### config.mk
export PLATFORM = sky130hd
export DESIGN_NAME = alu_datapath_ctrl_flat
export DESIGN_NICKNAME = d
export VERILOG_FILES = /design/src/rtl/alu_ctrl_pkg.sv /design/src/rtl/alu_datapath_ctrl_if.sv /design/src/rtl/alu_instr_decode.sv /design/src/rtl/alu_datapath_ctrl.sv /design/src/flat_wrapper.sv
export SDC_FILE = /design/constraint.sdc
export NUM_CORES = 1
export LEC_CHECK = 0
export ABC_AREA = 1
export BUFFER_PORTS_ARGS = -buffer_cell sky130_fd_sc_hd__buf_2
export CORE_UTILIZATION = 56
export DETAILED_ROUTE_END_ITERATION = 8
export PLACE_DENSITY = 0.9
export SLEW_MARGIN = 15
export SYNTH_ARGS = -nofsm -noshare
export SYNTH_HDL_FRONTEND = slang
export SYNTH_SLANG_ARGS = --single-unit
### constraint.sdc
create_clock -name clk -period 4.1 [get_ports clk]
set_input_delay 0.41 -clock clk [delete_from_list [all_inputs] [get_ports clk]]
set_output_delay 0.41 -clock clk [all_outputs]
set_load 0.005 [all_outputs]
### src/rtl/alu_ctrl_pkg.sv
// Shared types and constants for the ALU datapath control sequencer.
package alu_ctrl_pkg;

  localparam int DATA_W   = 16;
  localparam int NUM_REGS = 16;
  localparam int SEL_W    = 5;
  localparam int OPC_W    = 8;

  typedef enum logic [1:0] {
    IDLE   = 2'd0,
    LOAD_B = 2'd1,
    LOAD_A = 2'd2,
    EXEC   = 2'd3
  } state_e;

  localparam logic [3:0] OP_RTYPE = 4'h0;
  localparam logic [3:0] OP_CMP   = 4'hB;
  localparam logic [3:0] OP_NOP   = 4'hF;

  // Instruction field bit positions
  localparam int OP_MSB    = 15;
  localparam int OP_LSB    = 12;
  localparam int RDEST_MSB = 11;
  localparam int RDEST_LSB = 8;
  localparam int OPEXT_MSB = 7;
  localparam int OPEXT_LSB = 4;
  localparam int RSRC_MSB  = 3;
  localparam int RSRC_LSB  = 0;
  localparam int IMM_MSB   = 7;
  localparam int IMM_LSB   = 0;

  localparam logic [SEL_W-1:0] SEL_NONE = 5'd0;

  // Decoded instruction as held for the duration of one sequence
  typedef struct packed {
    logic [3:0]        rdest;
    logic [3:0]        rsrc;
    logic              is_rtype;
    logic              no_wb;
    logic [OPC_W-1:0]  alu_opcode;
    logic [DATA_W-1:0] imm_ext;
  } instr_fields_t;

  // Register n is selected by value n+1; 0 means no register
  function automatic logic [SEL_W-1:0] reg_sel(input logic [3:0] r);
    return SEL_W'(r) + SEL_W'(1);
  endfunction

endpackage

### src/rtl/alu_datapath_ctrl_if.sv
// Instruction handshake plus datapath control bundle.
interface alu_datapath_ctrl_if;
  import alu_ctrl_pkg::*;

  logic [15:0]         instr;
  logic                instr_valid;
  logic                instr_ready;
  logic                done;
  logic [DATA_W-1:0]   immediate;
  logic                imm_control;
  logic [SEL_W-1:0]    control1;
  logic [SEL_W-1:0]    control2;
  logic [OPC_W-1:0]    opcode;
  logic                buff_en;
  logic [NUM_REGS-1:0] enable;

  // Sequencer side: takes instructions, drives the datapath controls
  modport master (
    input  instr, instr_valid,
    output instr_ready, done, immediate, imm_control,
           control1, control2, opcode, buff_en, enable
  );

  // Instruction source / datapath side
  modport slave (
    output instr, instr_valid,
    input  instr_ready, done, immediate, imm_control,
           control1, control2, opcode, buff_en, enable
  );
endinterface

### src/rtl/alu_instr_decode.sv
// Combinational decode of a 16-bit instruction word.
module alu_instr_decode
  import alu_ctrl_pkg::*;
(
  input  logic [15:0]       instr,
  output logic              is_rtype,
  output logic              is_nop,
  output logic              no_wb,
  output logic [OPC_W-1:0]  alu_opcode,
  output logic [DATA_W-1:0] imm_ext,
  output logic [3:0]        rdest,
  output logic [3:0]        rsrc
);
  logic [3:0] op;
  logic [3:0] opext;
  logic [7:0] imm8;

  assign op    = instr[OP_MSB:OP_LSB];
  assign opext = instr[OPEXT_MSB:OPEXT_LSB];
  assign imm8  = instr[IMM_MSB:IMM_LSB];
  assign rdest = instr[RDEST_MSB:RDEST_LSB];
  assign rsrc  = instr[RSRC_MSB:RSRC_LSB];

  // Classify the word and build ALU opcode and sign-extended immediate
  always_comb begin
    is_rtype   = (op == OP_RTYPE);
    is_nop     = (op == OP_NOP);
    // CMP and CMPI share the same code in opext / op respectively
    no_wb      = is_rtype ? (opext == OP_CMP) : (!is_nop && op == OP_CMP);
    alu_opcode = is_rtype ? {4'h0, opext} : {op, 4'h0};
    imm_ext    = {{(DATA_W-8){imm8[7]}}, imm8};
  end
endmodule

### src/rtl/alu_datapath_ctrl.sv
// Three-step sequencer: load B, load A, execute/write back.
module alu_datapath_ctrl
  import alu_ctrl_pkg::*;
(
  input  logic                clk,
  input  logic                reset,
  alu_datapath_ctrl_if.master bus
);
  state_e              state_q, state_d;
  instr_fields_t       fields_q, fields_d;
  instr_fields_t       dec_fields;
  logic                dec_is_nop;
  logic                accept;

  logic [DATA_W-1:0]   immediate_q, immediate_d;
  logic                imm_control_q, imm_control_d;
  logic [SEL_W-1:0]    control1_q, control1_d;
  logic [SEL_W-1:0]    control2_q, control2_d;
  logic [OPC_W-1:0]    opcode_q, opcode_d;
  logic                buff_en_q, buff_en_d;
  logic [NUM_REGS-1:0] enable_q, enable_d;
  logic                done_q, done_d;

  alu_instr_decode u_decode (
    .instr      (bus.instr),
    .is_rtype   (dec_fields.is_rtype),
    .is_nop     (dec_is_nop),
    .no_wb      (dec_fields.no_wb),
    .alu_opcode (dec_fields.alu_opcode),
    .imm_ext    (dec_fields.imm_ext),
    .rdest      (dec_fields.rdest),
    .rsrc       (dec_fields.rsrc)
  );

  assign accept = bus.instr_valid && (state_q == IDLE);

  // Next state, instruction latch and the registered output values
  always_comb begin
    state_d       = state_q;
    fields_d      = fields_q;
    immediate_d   = '0;
    imm_control_d = 1'b0;
    control1_d    = SEL_NONE;
    control2_d    = SEL_NONE;
    opcode_d      = '0;
    buff_en_d     = 1'b0;
    enable_d      = '0;

    case (state_q)
      IDLE: begin
        if (accept) begin
          fields_d = dec_fields;
          if (!dec_is_nop) state_d = LOAD_B;
        end
      end
      LOAD_B:  state_d = LOAD_A;
      LOAD_A:  state_d = EXEC;
      EXEC:    state_d = IDLE;
      default: state_d = IDLE;
    endcase

    // Outputs are computed for the state being entered so they are
    // valid from a flop for the whole cycle spent in that state
    case (state_d)
      LOAD_B: begin
        if (fields_d.is_rtype) begin
          control2_d = reg_sel(fields_d.rsrc);
        end else begin
          imm_control_d = 1'b1;
          immediate_d   = fields_d.imm_ext;
        end
      end
      LOAD_A: control1_d = reg_sel(fields_d.rdest);
      EXEC: begin
        opcode_d  = fields_d.alu_opcode;
        buff_en_d = 1'b1;
        if (!fields_d.no_wb) enable_d = NUM_REGS'(1) << fields_d.rdest;
      end
      default: ;
    endcase

    // A NOP completes in the cycle right after it is taken
    done_d = (state_d == EXEC) || (accept && dec_is_nop);
  end

  // State, latch and output registers with synchronous active-low reset
  always_ff @(posedge clk) begin
    if (!reset) begin
      state_q       <= IDLE;
      fields_q      <= '0;
      immediate_q   <= '0;
      imm_control_q <= 1'b0;
      control1_q    <= SEL_NONE;
      control2_q    <= SEL_NONE;
      opcode_q      <= '0;
      buff_en_q     <= 1'b0;
      enable_q      <= '0;
      done_q        <= 1'b0;
    end else begin
      state_q       <= state_d;
      fields_q      <= fields_d;
      immediate_q   <= immediate_d;
      imm_control_q <= imm_control_d;
      control1_q    <= control1_d;
      control2_q    <= control2_d;
      opcode_q      <= opcode_d;
      buff_en_q     <= buff_en_d;
      enable_q      <= enable_d;
      done_q        <= done_d;
    end
  end

  assign bus.instr_ready = (state_q == IDLE);
  assign bus.done        = done_q;
  assign bus.immediate   = immediate_q;
  assign bus.imm_control = imm_control_q;
  assign bus.control1    = control1_q;
  assign bus.control2    = control2_q;
  assign bus.opcode      = opcode_q;
  assign bus.buff_en     = buff_en_q;
  assign bus.enable      = enable_q;
endmodule

### src/flat_wrapper.sv
// flat-port wrapper written by rule: the top's interface ports become plain ports
module alu_datapath_ctrl_flat import alu_ctrl_pkg::*;
  (clk, reset, bus_instr, bus_instr_valid, bus_instr_ready, bus_done, bus_immediate, bus_imm_control, bus_control1, bus_control2, bus_opcode, bus_buff_en, bus_enable);
  alu_datapath_ctrl_if bus_i ();
  input  logic clk;
  input  logic reset;
  input wire logic [$bits(bus_i.instr)-1:0] bus_instr;
  input wire logic [$bits(bus_i.instr_valid)-1:0] bus_instr_valid;
  output wire logic [$bits(bus_i.instr_ready)-1:0] bus_instr_ready;
  output wire logic [$bits(bus_i.done)-1:0] bus_done;
  output wire logic [$bits(bus_i.immediate)-1:0] bus_immediate;
  output wire logic [$bits(bus_i.imm_control)-1:0] bus_imm_control;
  output wire logic [$bits(bus_i.control1)-1:0] bus_control1;
  output wire logic [$bits(bus_i.control2)-1:0] bus_control2;
  output wire logic [$bits(bus_i.opcode)-1:0] bus_opcode;
  output wire logic [$bits(bus_i.buff_en)-1:0] bus_buff_en;
  output wire logic [$bits(bus_i.enable)-1:0] bus_enable;
  assign bus_i.instr = bus_instr;
  assign bus_i.instr_valid = bus_instr_valid;
  assign bus_instr_ready = bus_i.instr_ready;
  assign bus_done = bus_i.done;
  assign bus_immediate = bus_i.immediate;
  assign bus_imm_control = bus_i.imm_control;
  assign bus_control1 = bus_i.control1;
  assign bus_control2 = bus_i.control2;
  assign bus_opcode = bus_i.opcode;
  assign bus_buff_en = bus_i.buff_en;
  assign bus_enable = bus_i.enable;
  alu_datapath_ctrl u_core (.clk(clk), .reset(reset), .bus(bus_i));
endmodule
==> results_dict.tcl <==
set metrics [dict create \
    yosysUniqueCellTypes 30 \
    setup_viol 0 \
    crit_path_max_fanout 35 \
    synth_ff_type "dfxtp_1" \
    vias 2426 \
    arrival_ns 2.53 \
    hp-class "primary input to flip-flop" \
    final.fill_count 399 \
    synth.top_cell.area_share_pct 57.33 \
    timing.critical_path.required_ns 4.35 \
    antenna_left 0 \
    grt_max_degree 37 \
    timing.rr.end "u_core.bus.enable[11]" \
    gp_congestion 0.8758 \
    tightest_slew_ns 0.5996 \
    min_period_over_period_pct 55.73 \
    endpoint "u_core.bus.enable[11]" \
    slowest_delay_ns 0.36 \
    yosysWarnings 0 \
    cts_sinks 89 \
    layout_common_cells "89 x dfxtp_1, 77 x nor2_1, 72 x nand2_1, 72 x buf_2, 42 x inv_1" \
    drt_wl_total_um 6085 \
    start_util_pct 59.34 \
    hold_violations 0 \
    htree_levels 3 \
    hpwl_um 4152 \
    clock_latency_ns 0.35 \
    port_buffers 72 \
    num_rows 26 \
    synth.largest_area_cell "dfxtp_1" \
    endpoint_kind "flip-flop" \
    die_area_mm2 0.005852 \
    die_width_um 76.50 \
    r2r_setup_slack_ns 1.81 \
    grt-ovfl-total 0 \
    seq_area_mm2 0.001782 \
    crit_path_top_delay_cell "dfxtp_1" \
    n_antenna_cell 0 \
    criticalPathCategory "flip-flop to flip-flop" \
    synth-edff-count 0 \
    grt_pass1_vias 2249 \
    synth-seq-cells 89 \
    critPathLaunch "u_core.state_q[0]" \
    max_cap_viol_count 0 \
    routedWlPerCell_um 12.12 \
    clockRootBuffer "clkbuf_8" \
    postSynthCellCount 356 \
    p_per_area_mw_per_mm2 585.4 \
    die_h_um 76.50 \
    async_flop_share_pct 0 \
    hold_buffers 0 \
    cp_common_cell "inv_1" \
    drv_slew 0 \
    antenna_found_initial 0 \
    leakage_nw 1.875 \
    fmax_ghz 0.4376 \
    fin_nets 460 \
    cts_setup_buffers 0 \
    grt_pass1_wl_um 10090 \
    rr_worst_depth 9 \
    synthTopCellsByArea "dfxtp_1 57%, nor2_1 9.3%, nand2_1 8.7%" \
    cts_resized 0 \
    viasPerCell 4.833 \
    core-area_mm2 0.005238 \
    worst_setup_path_start_kind "flip-flop" \
    rsz0062_at_grt "false" \
    route.detailed.drc 0 \
    final_util_pct 70.02 \
    syn_area_per_cell_um2 8.730 \
    io_pins 73 \
    grt_use_total_pct 22.39 \
    cts_tree "done" \
    multiInputGateArea_mm2 0.001086 \
    synth_area_mm2 0.003108 \
    finClkSkew_ns 0.006901 \
    seq_area_frac_synth_pct 57.33 \
    status "completed" \
    rr_startpoint "u_core.state_q[0]" \
    crit_chain "inv_1, ha_1, nand2_4, inv_6, o21ai_2, inv_1, ha_1, inv_1, nor2_1" \
    irDropWorstVdd_mv 0.2965 \
    drive_above_1_share_pct 25.93 \
    mostFrequentLayoutCell "dfxtp_1" \
    areaGrowthSynthToFinish_pct 18.00 \
    syn_nets 386 \
    clkTransAtPathRegs_ns 0.08 \
    drt-initial-drc-count 143 \
    tns_ns 0 \
    fin_crit_ns 2.285 \
    drt-pass1-iter-count 4 \
    cts-buffers-inserted 9 \
    cts_buffer_depth 2 \
    relSlewSlack_pct 59.97 \
]
[state kept, by name (all words and copies together) (netlist names)]
register / cells
u_core.bus.immediate: 16
u_core.bus.buff_en: 1
u_core.fields_q: 34
u_core.bus.control2: 5
u_core.bus.enable: 16
u_core.bus.opcode: 8
u_core.bus.done: 1
u_core.state_q: 2
u_core.bus.imm_control: 1
u_core.bus.control1: 5
[Yosys cell counts, types with 3 or more instances]
| cell | instances |
|---|---|
| inv_1 | 42 |
| a21oi_1 | 4 |
| ha_1 | 11 |
| clkbuf_1 | 4 |
| nor2_2 | 9 |
| nand4_2 | 3 |
| nand3_1 | 9 |
| nand2_2 | 7 |
| nand2_1 | 72 |
| nand4_1 | 4 |
| dfxtp_1 | 89 |
| nor2_1 | 77 |
| a22oi_1 | 4 |
[per-layer routing]
layer / global-route usage [%] / part of all wire (%) / vias to the layer above / routed length [µm]
met5: 0 / 0 / - / 0
li1: - / - / 1224 / -
met3: 6.347 / 3.8 / 23 / 233
met1: 26.01 / 44 / 1113 / 2687
met2: 37.21 / 49 / 66 / 2965
met4: 12.12 / 3.3 / 0 / 198
[where the power goes]
part	switching [mW]	internal, mW
Clock	0.275	0.288
Sequential	0.0294	0.969
Combinational	0.404	0.181
Total	0.708	1.44
[how the worst min path moves through the flow]
stage / startpoint / endpoint / slack [ns] / cells past startpoint
CTS: reset / u_core.state_q[1] / 0.29 / 3
global placement: u_core.fields_q[27] / u_core.fields_q[27] / 0.46 / 2
floorplan: u_core.fields_q[26] / u_core.fields_q[26] / 0.45 / 2
global route: reset / u_core.state_q[1] / 0.31 / 3
detailed placement: u_core.fields_q[28] / u_core.fields_q[28] / 0.46 / 2
finish: reset / u_core.state_q[1] / 0.29 / 3
[critical path, delay by kind of cell, from the launching register on]
kind / cells / cell delay, ns
AOI/OAI and AO/OA: 1 / 0.36
adders and majority gates: 2 / 0.56
buffers and inverters: 4 / 0.49
DFF: 1 / 0.36
and+or+nand+nor: 2 / 0.40
[final cells by class]
class	instances	share of cell area, %
inverters	44	4.640
clock inverters	3	1.194
well taps	70	2.388
flip-flops and latches	89	48.58
multi-input cells	214	29.61
clock buffers	10	3.753
repair buffers	72	9.826
[cell families (layout without fill, tap and decap cells)]
kind of cell / Yosys count / in the layout / synth area share [%]
AO/OA/AOI/OAI: 14 / 14 / 2.858
XOR/XNOR: 1 / 1 / 0.2819
adder cells (fa/ha/maj): 11 / 11 / 4.428
buffers and inverters: 53 / 129 / 7.729
flip-flops: 89 / 89 / 57.33
multiplexers: 2 / 2 / 0.6441
AND/OR/NAND/NOR: 186 / 186 / 26.73
[per-stage QoR]
step	instances	power (mW)	instance area [µm²]	setup slack (ns)	hold slack (ns)
floorplan	356	1.470	3108	2.276	0.4473
global route	502	2.277	3667	1.632	0.3069
finish	502	2.147	3667	1.815	0.2925
CTS	502	2.152	3667	1.842	0.2916
detailed placement	489	1.590	3486	1.960	0.4615
global placement	489	1.564	3486	2.059	0.4577
No activity file was read; power rests on OpenSTA's default activity.
